**config.mk**
```make
export PLATFORM = sky130hd
export DESIGN_NAME = tdm_demux4
export DESIGN_NICKNAME = d
export VERILOG_FILES = /design/src/rtl/tdm_pkg.sv /design/src/rtl/tdm_slot_shifter.sv /design/src/rtl/tdm_demux4.sv
export SDC_FILE = /design/constraint.sdc
export NUM_CORES = 1
export LEC_CHECK = 0
export ABC_AREA = 0
export BUFFER_PORTS_ARGS = -buffer_cell sky130_fd_sc_hd__buf_2
export CELL_PAD_IN_SITES_DETAIL_PLACEMENT = 0
export CELL_PAD_IN_SITES_GLOBAL_PLACEMENT = 1
export CORE_MARGIN = 2
export CORE_UTILIZATION = 42
export DETAILED_ROUTE_END_ITERATION = 7
export GPL_ROUTABILITY_DRIVEN = 0
export PLACE_DENSITY = 0.79
export SLEW_MARGIN = 20
export SYNTH_ARGS = -nofsm -noshare
export SYNTH_HDL_FRONTEND = slang
export SYNTH_SLANG_ARGS = --single-unit
export TNS_END_PERCENT = 50
```
**constraint.sdc**
```tcl
create_clock -name clk -period 2.65 [get_ports clk]
set_input_delay 0.3975 -clock clk [delete_from_list [all_inputs] [get_ports clk]]
set_output_delay 0.3975 -clock clk [all_outputs]
set_load 0.1 [all_outputs]
```
**src/rtl/tdm_pkg.sv**
```systemverilog
// tdm_pkg: shared types and constants for the 4-channel TDM receiver.
// Holds the slot count, the framer state enum and the slot index type.
package tdm_pkg;

  localparam int NUM_SLOTS = 4;

  typedef enum logic {
    HUNT = 1'b0,
    RUN  = 1'b1
  } state_t;

  typedef logic [1:0] slot_t;

endpackage

```
**src/rtl/tdm_slot_shifter.sv**
```systemverilog
// tdm_slot_shifter: serial-in shift register with a per-slot bit counter.
// Ports: clk, reset (sync, high), clr (drop partial slot), start (din is
//   the slot MSB, count 1), step (shift din, count up), din;
//   word = {history, din}, first (count==0), last (count==SLOT_BITS-1).
module tdm_slot_shifter #(
  parameter int SLOT_BITS = 8
) (
  input  logic                 clk,
  input  logic                 reset,
  input  logic                 clr,
  input  logic                 start,
  input  logic                 step,
  input  logic                 din,
  output logic [SLOT_BITS-1:0] word,
  output logic                 first,
  output logic                 last
);

  localparam int SW = SLOT_BITS - 1;
  localparam int CW = $clog2(SLOT_BITS);

  logic [SW-1:0] sh;
  logic [CW-1:0] cnt;

  // The slot's last bit is not stored; it joins the word combinationally.
  assign word  = {sh, din};
  assign first = (cnt == '0);
  assign last  = (cnt == CW'(SLOT_BITS - 1));

  always_ff @(posedge clk) begin
    if (reset || clr) begin
      sh  <= '0;
      cnt <= '0;
    end else if (start) begin
      sh  <= SW'(din);
      cnt <= CW'(1);
    end else if (step) begin
      sh  <= word[SW-1:0];
      cnt <= last ? '0 : cnt + CW'(1);
    end
  end

endmodule

```
**src/rtl/tdm_demux4.sv**
```systemverilog
// tdm_demux4: 4-slot serial TDM receiver with frame lock and re-acquire.
// Ports: clk, reset (sync, high), din, din_en, frame_sync; ch0..3_data,
//   ch_valid, parity_err, sync_err, locked.
// Build option: PARITY_CHECK_EN adds one even-parity bit after each slot.
module tdm_demux4
  import tdm_pkg::*;
#(
  parameter int WIDTH = 8
) (
  input  logic                 clk,
  input  logic                 reset,
  input  logic                 din,
  input  logic                 din_en,
  input  logic                 frame_sync,
  output logic [WIDTH-1:0]     ch0_data,
  output logic [WIDTH-1:0]     ch1_data,
  output logic [WIDTH-1:0]     ch2_data,
  output logic [WIDTH-1:0]     ch3_data,
  output logic [NUM_SLOTS-1:0] ch_valid,
  output logic [NUM_SLOTS-1:0] parity_err,
  output logic                 sync_err,
  output logic                 locked
);

`ifdef PARITY_CHECK_EN
  localparam int SLOT_BITS = WIDTH + 1;
`else
  localparam int SLOT_BITS = WIDTH;
`endif

  state_t state, state_n;
  slot_t  slot_cnt, slot_n;

  logic [SLOT_BITS-1:0] word;
  logic [WIDTH-1:0]     data;
  logic [NUM_SLOTS-1:0] slot_oh;
  logic [WIDTH-1:0]     ch_q [NUM_SLOTS];

  logic first, last, at_sync, bad_par;
  logic sh_clr, sh_start, sh_step;
  logic load, serr;

  tdm_slot_shifter #(
    .SLOT_BITS(SLOT_BITS)
  ) u_shift (
    .clk  (clk),
    .reset(reset),
    .clr  (sh_clr),
    .start(sh_start),
    .step (sh_step),
    .din  (din),
    .word (word),
    .first(first),
    .last (last)
  );

`ifdef PARITY_CHECK_EN
  // Trailing bit is parity; odd total weight means even parity failed.
  assign data    = word[SLOT_BITS-1:1];
  assign bad_par = ^word;
`else
  assign data    = word;
  assign bad_par = 1'b0;
`endif

  assign at_sync = first && (slot_cnt == '0);
  assign slot_oh = NUM_SLOTS'(1) << slot_cnt;

  always_comb begin
    state_n  = state;
    slot_n   = slot_cnt;
    sh_clr   = 1'b0;
    sh_start = 1'b0;
    sh_step  = 1'b0;
    load     = 1'b0;
    serr     = 1'b0;
    if (din_en) begin
      unique case (state)
        HUNT: begin
          if (frame_sync) begin
            sh_start = 1'b1;
            slot_n   = '0;
            state_n  = RUN;
          end
        end
        RUN: begin
          unique case (1'b1)
            (at_sync && !frame_sync): begin
              serr    = 1'b1;
              sh_clr  = 1'b1;
              state_n = HUNT;
            end
            // Early sync: drop partial slot, restart at slot 0.
            (frame_sync && !at_sync): begin
              serr     = 1'b1;
              sh_start = 1'b1;
              slot_n   = '0;
            end
            default: begin
              sh_step = 1'b1;
              if (last) begin
                load   = 1'b1;
                slot_n = slot_t'(slot_cnt + 2'd1);
              end
            end
          endcase
        end
        default: state_n = HUNT;
      endcase
    end
  end

  always_ff @(posedge clk) begin
    if (reset) begin
      state <= HUNT;
    end else begin
      state <= state_n;
    end
  end

  always_ff @(posedge clk) begin
    if (reset) begin
      slot_cnt   <= '0;
      ch_valid   <= '0;
      parity_err <= '0;
      sync_err   <= 1'b0;
      locked     <= 1'b0;
      for (int i = 0; i < NUM_SLOTS; i++) begin
        ch_q[i] <= '0;
      end
    end else begin
      slot_cnt   <= slot_n;
      ch_valid   <= load ? slot_oh : '0;
      parity_err <= (load && bad_par) ? slot_oh : '0;
      sync_err   <= serr;
      locked     <= (state_n == RUN);
      if (load) begin
        ch_q[slot_cnt] <= data;
      end
    end
  end

  assign ch0_data = ch_q[0];
  assign ch1_data = ch_q[1];
  assign ch2_data = ch_q[2];
  assign ch3_data = ch_q[3];

endmodule

```
# Word-level counts from Yosys, hierarchy flattened
# Memories as Yosys holds them, arrays and structs flattened.
# Cells that the tools add are included.
# classes
shifts	1
n_mux	34
n_eq_ne	4
addsub	2
reduce_logical	15
bitwise_logic	3
# ops
op	n
$mux W1	25
$mux W8	1
$pmux W2 S2	2
$reduce_or A8 Y1	1
$mux W2	3
$reduce_or A2 Y1	3
$ne A2 B2 Y1 const B	2
$pmux W1 S2	2
$reduce_and A4 Y1	1
$shl A1 B2 Y4 const A	1
$add A3 B1 Y3 const B	1
$eq A3 B3 Y1 const B	1
$logic_and A1 B1 Y1	3
$logic_not A3 Y1	1
$mux W3	1
$ne A3 B1 Y1 const B	1
$not A1 Y1	3
$reduce_or A3 Y1	1
$add A2 B1 Y2 const B	1
$logic_not A1 Y1	2
$logic_not A2 Y1	1
$reduce_bool A2 Y1	1
$logic_or A1 B1 Y1	1
# totals
word_cells	68
output_inout_bits	42
regBits	18
input_bits	5
n_memories	1
ram_bits	32
# mem_list
memory	depth	width	rd	rd_ports_with_merged_regs	wr	line	text
ch_q	4	8	4	0	4	tdm_demux4.sv:37	logic [WIDTH-1:0] ch_q [NUM_SLOTS];

# Depth between registers and ports, before layout
# logic_depth
word_depth	13
depth_mapped	11

# Cells and area by module
# A second synthesis with hierarchy kept.
# unflattened
cells_unflattened	164
area_unflattened_um2	2127.0
# modules_own_cells
mod	cells_each	instances	seq_area_each_um2	area_per_inst_um2
tdm_demux4	121	1	1121.1	1680.4
tdm_slot_shifter	43	1	200.2	446.7

# Worst setup path after synthesis
# Ideal clock, no wire load.
# synth_timing
path_kind	reg2reg
startpoint	reg slot_cnt[0]
endpoint	mem ch_q[0][0] (enable)
setup_time_ps	309
path_slack_ps	434
stages_incl_launch_ff	10
arrival_ps	1907
t_required_ps	2341
period_less_slack_ps	2216
path_cell_list	dfxtp_1 inv_1 ha_1 nand2_1 or2_2 inv_1 ha_1 nand3_4 nor4_4 or2_2
# synth_lines
item	line	text
from (decl)	tdm_demux4.sv:32	slot_t slot_cnt, slot_n;
from (signal assigned)	tdm_demux4.sv:132	slot_cnt <= slot_n;
to (decl)	tdm_demux4.sv:37	

==> impl_metrics.ini <==
[setup_path]
worst_setup_path_start_kind = flip-flop
required_time_worst_endpoint_ns = 2.66
critPathKind = reg2reg
worst_ep_arrival_time_ns = 2.42
critical_path_peak_fanout = 16
setup.worst_path.end_class = flip-flop

[synthesis]
yosysTopAreaCell = sky130_fd_sc_hd__edfxtp_1
synth_enable_flop_cells = 32
syn-mean-instance-area_um2 = 12.5
synth_top_cells_by_area = sky130_fd_sc_hd__edfxtp_1 (45%), sky130_fd_sc_hd__dfxtp_1 (17%), sky130_fd_sc_hd__and2_1 (9.5%)
synthFlopType = sky130_fd_sc_hd__edfxtp_1
ys_seq_elements = 50
syn_area_um2 = 2110
postSynthCellCount = 169
synthesis.yosys.warnings = 0
part_of_the_yosys_area_used_for_sequential_elements = 0.625
netlist.area_leader.share = 0.455
synthArstFlopShare = 0
synthDistinctLibCells = 36

[global_route]
grt_max_degree = 18
grt_use_total = 0.157
grt.overflow.total = 0
grt_pass1_wl_um = 6180
via_count_of_the_first_global_routing_pass = 1214
initial_antenna_violation_count = 0

[detailed_routing]
antenna_violating_nets_post_route = 0
drt_iter0_markers = 49
drt-wirelength-per-cell_um = 14.3
firstDrtPassIters = 4
route.detailed.drc = 0
totalWireLength_um = 4030
routed-via-count = 1345
viasPerCell = 4.77

[cts]
clock_tree.htree_level_count = 2
cts_sinks = 50
numCtsBuffers = 5
cts_hold_buf = 0
cts_post_setup_buffers_inserted = 0
cts_buffer_depth = 2
cts.repair.resized = 0
worst_skew_pair.late_latency_ns = 0.31
clk_pin_slew_ns = 0.10
tritoncts = yes
cts.root.buffer_cell = sky130_fd_sc_hd__clkbuf_8

[sta]
finalHoldViolations = 0
final_clock_skew_ns = 0.00891
final_period_minus_worst_setup_slack_ns = 2.41
report.final.slew_viol_count = 0
timing.final.setup_violations = 0
layout_worst_path_cycle_share = 0.911
grt_setup_unrepaired = false
whs_ns = 0.387
finalWorstSetupSlack_ns = 0.237
fin_tns_setup_ns = 0
fmaxAchievable_mhz = 414

[placement]
place_hpwl_um = 2910
preCtsSetupSlack_ns = 0.257
placement.io_buffers = 42
placed_cells_incl_taps = 274

[layout]
final_cells = 282
mostFrequentLayoutCells = sky130_fd_sc_hd__buf_2 (42), sky130_fd_sc_hd__and2_1 (32), sky130_fd_sc_hd__edfxtp_1 (32)
drive_above_1_share = 0.316
nets = 225
final.fill_count = 432
antennaDiodeCount = 0
mostFrequentLayoutCell = sky130_fd_sc_hd__buf_2
areaGrowthSynthToFinish_pct = 17.9

[run_status]
status = complete, no violations

[pwr]
leakage_dissipation_nw = 1.01
power.density_nw_per_um2 = 678
worst_ir_drop_vdd_mv = 0.243

[floorplan]
die-height_um = 74.9
ios = 47
die_area_um2 = 5620
rows = 25
initial_utilization = 0.442
core_area_um2 = 4790
chipWidth_um = 74.9

[flow_run]
drv.max_cap_violation_count = 0

[hold_path]
holdCritPathClass = in2reg
[state kept, by name, summed over array words and instances (netlist names)]
name	cells
ch_q	32
ch_valid	4
locked	1
slot_cnt	2
sync_err	1
u_shift.cnt	3
u_shift.sh	7
[final timing paths]
path / startpoint / slack, ns / end / cells past startpoint
max reg2reg: slot_cnt[0] / 0.24 / ch_q[0][0] / 9
min reg2reg: u_shift.cnt[2] / 0.50 / u_shift.cnt[2] / 2
max: slot_cnt[0] / 0.24 / ch_q[0][0] / 9
min: frame_sync / 0.39 / locked / 3
[through the flow]
stage          area (um2)  total power (W)  utilization
6_report             2490          0.00169        0.521
5_1_grt              2490          0.00174        0.521
4_1_cts              2490          0.00170        0.521
3_5_place_dp         2380          0.00116        0.496
2_1_floorplan        2120          0.00112            -
3_3_place_gp         2380          0.00116        0.496
[synthesized netlist by cell type, drive strengths merged (2+ instances only)]
master and n:
a211o 2, a21oi 10, a41o 2, and2 32, buf 9, dfxtp 18
edfxtp 32, ha 6, inv 6, nand2 19, nand2b 3, nand3 3
nor2 6, nor3 2, nor4 4, or2 3
[power by group]
part,total (W),switching [W],internal (W),leakage (nW)
combinational,0.000275,0.000236,0.0000392,0.483
clock,0.000552,0.000264,0.000288,0.0591
sequential,0.000863,0.0000144,0.000849,0.466
total,0.00169,0.000515,0.00118,1.01
[critical path, cell delays in order, from the launching register on]
cell and delay, ns:
sky130_fd_sc_hd__dfxtp_1 0.52, sky130_fd_sc_hd__inv_1 0.11, sky130_fd_sc_hd__ha_1 0.21, sky130_fd_sc_hd__nand2_1 0.05
sky130_fd_sc_hd__or2_2 0.11, sky130_fd_sc_hd__inv_1 0.04, sky130_fd_sc_hd__ha_1 0.34, sky130_fd_sc_hd__nand3_4 0.23
sky130_fd_sc_hd__nor4_4 0.23, sky130_fd_sc_hd__or2_2 0.26
[kinds of logic (layout without fill, tap and decap cells)]
logic type | Yosys count | count (layout) | synth area share
compound gates | 18 | 18 | 0.0604
buf+inv | 16 | 59 | 0.0426
flops | 50 | 50 | 0.625
fa+ha+maj | 6 | 6 | 0.0355
simple gates | 76 | 76 | 0.224
other cells | 1 | 4 | 0.00177
mux | 2 | 2 | 0.0101
[area by class of cell]
class	count	area [um2]	share of cell area
Sequential cell	50	1320	0.530
Multi-Input combinational cell	106	713	0.286
Timing Repair Buffer	45	233	0.0934
Tap cell	67	83.8	0.0336
Clock buffer	5	68.8	0.0276
Clock inverter	3	47.5	0.0191
Inverter	6	25.0	0.0100
[routing by layer]
layer / vias up / wire, um / track usage
met2: 37 / 1970 / 0.253
met4: 0 / 59 / 0.0595
li1: 670 / - / -
met1: 633 / 1810 / 0.201
met3: 5 / 186 / 0.0442
met5: - / 0 / 0
(Power assumes the default switching activity.)
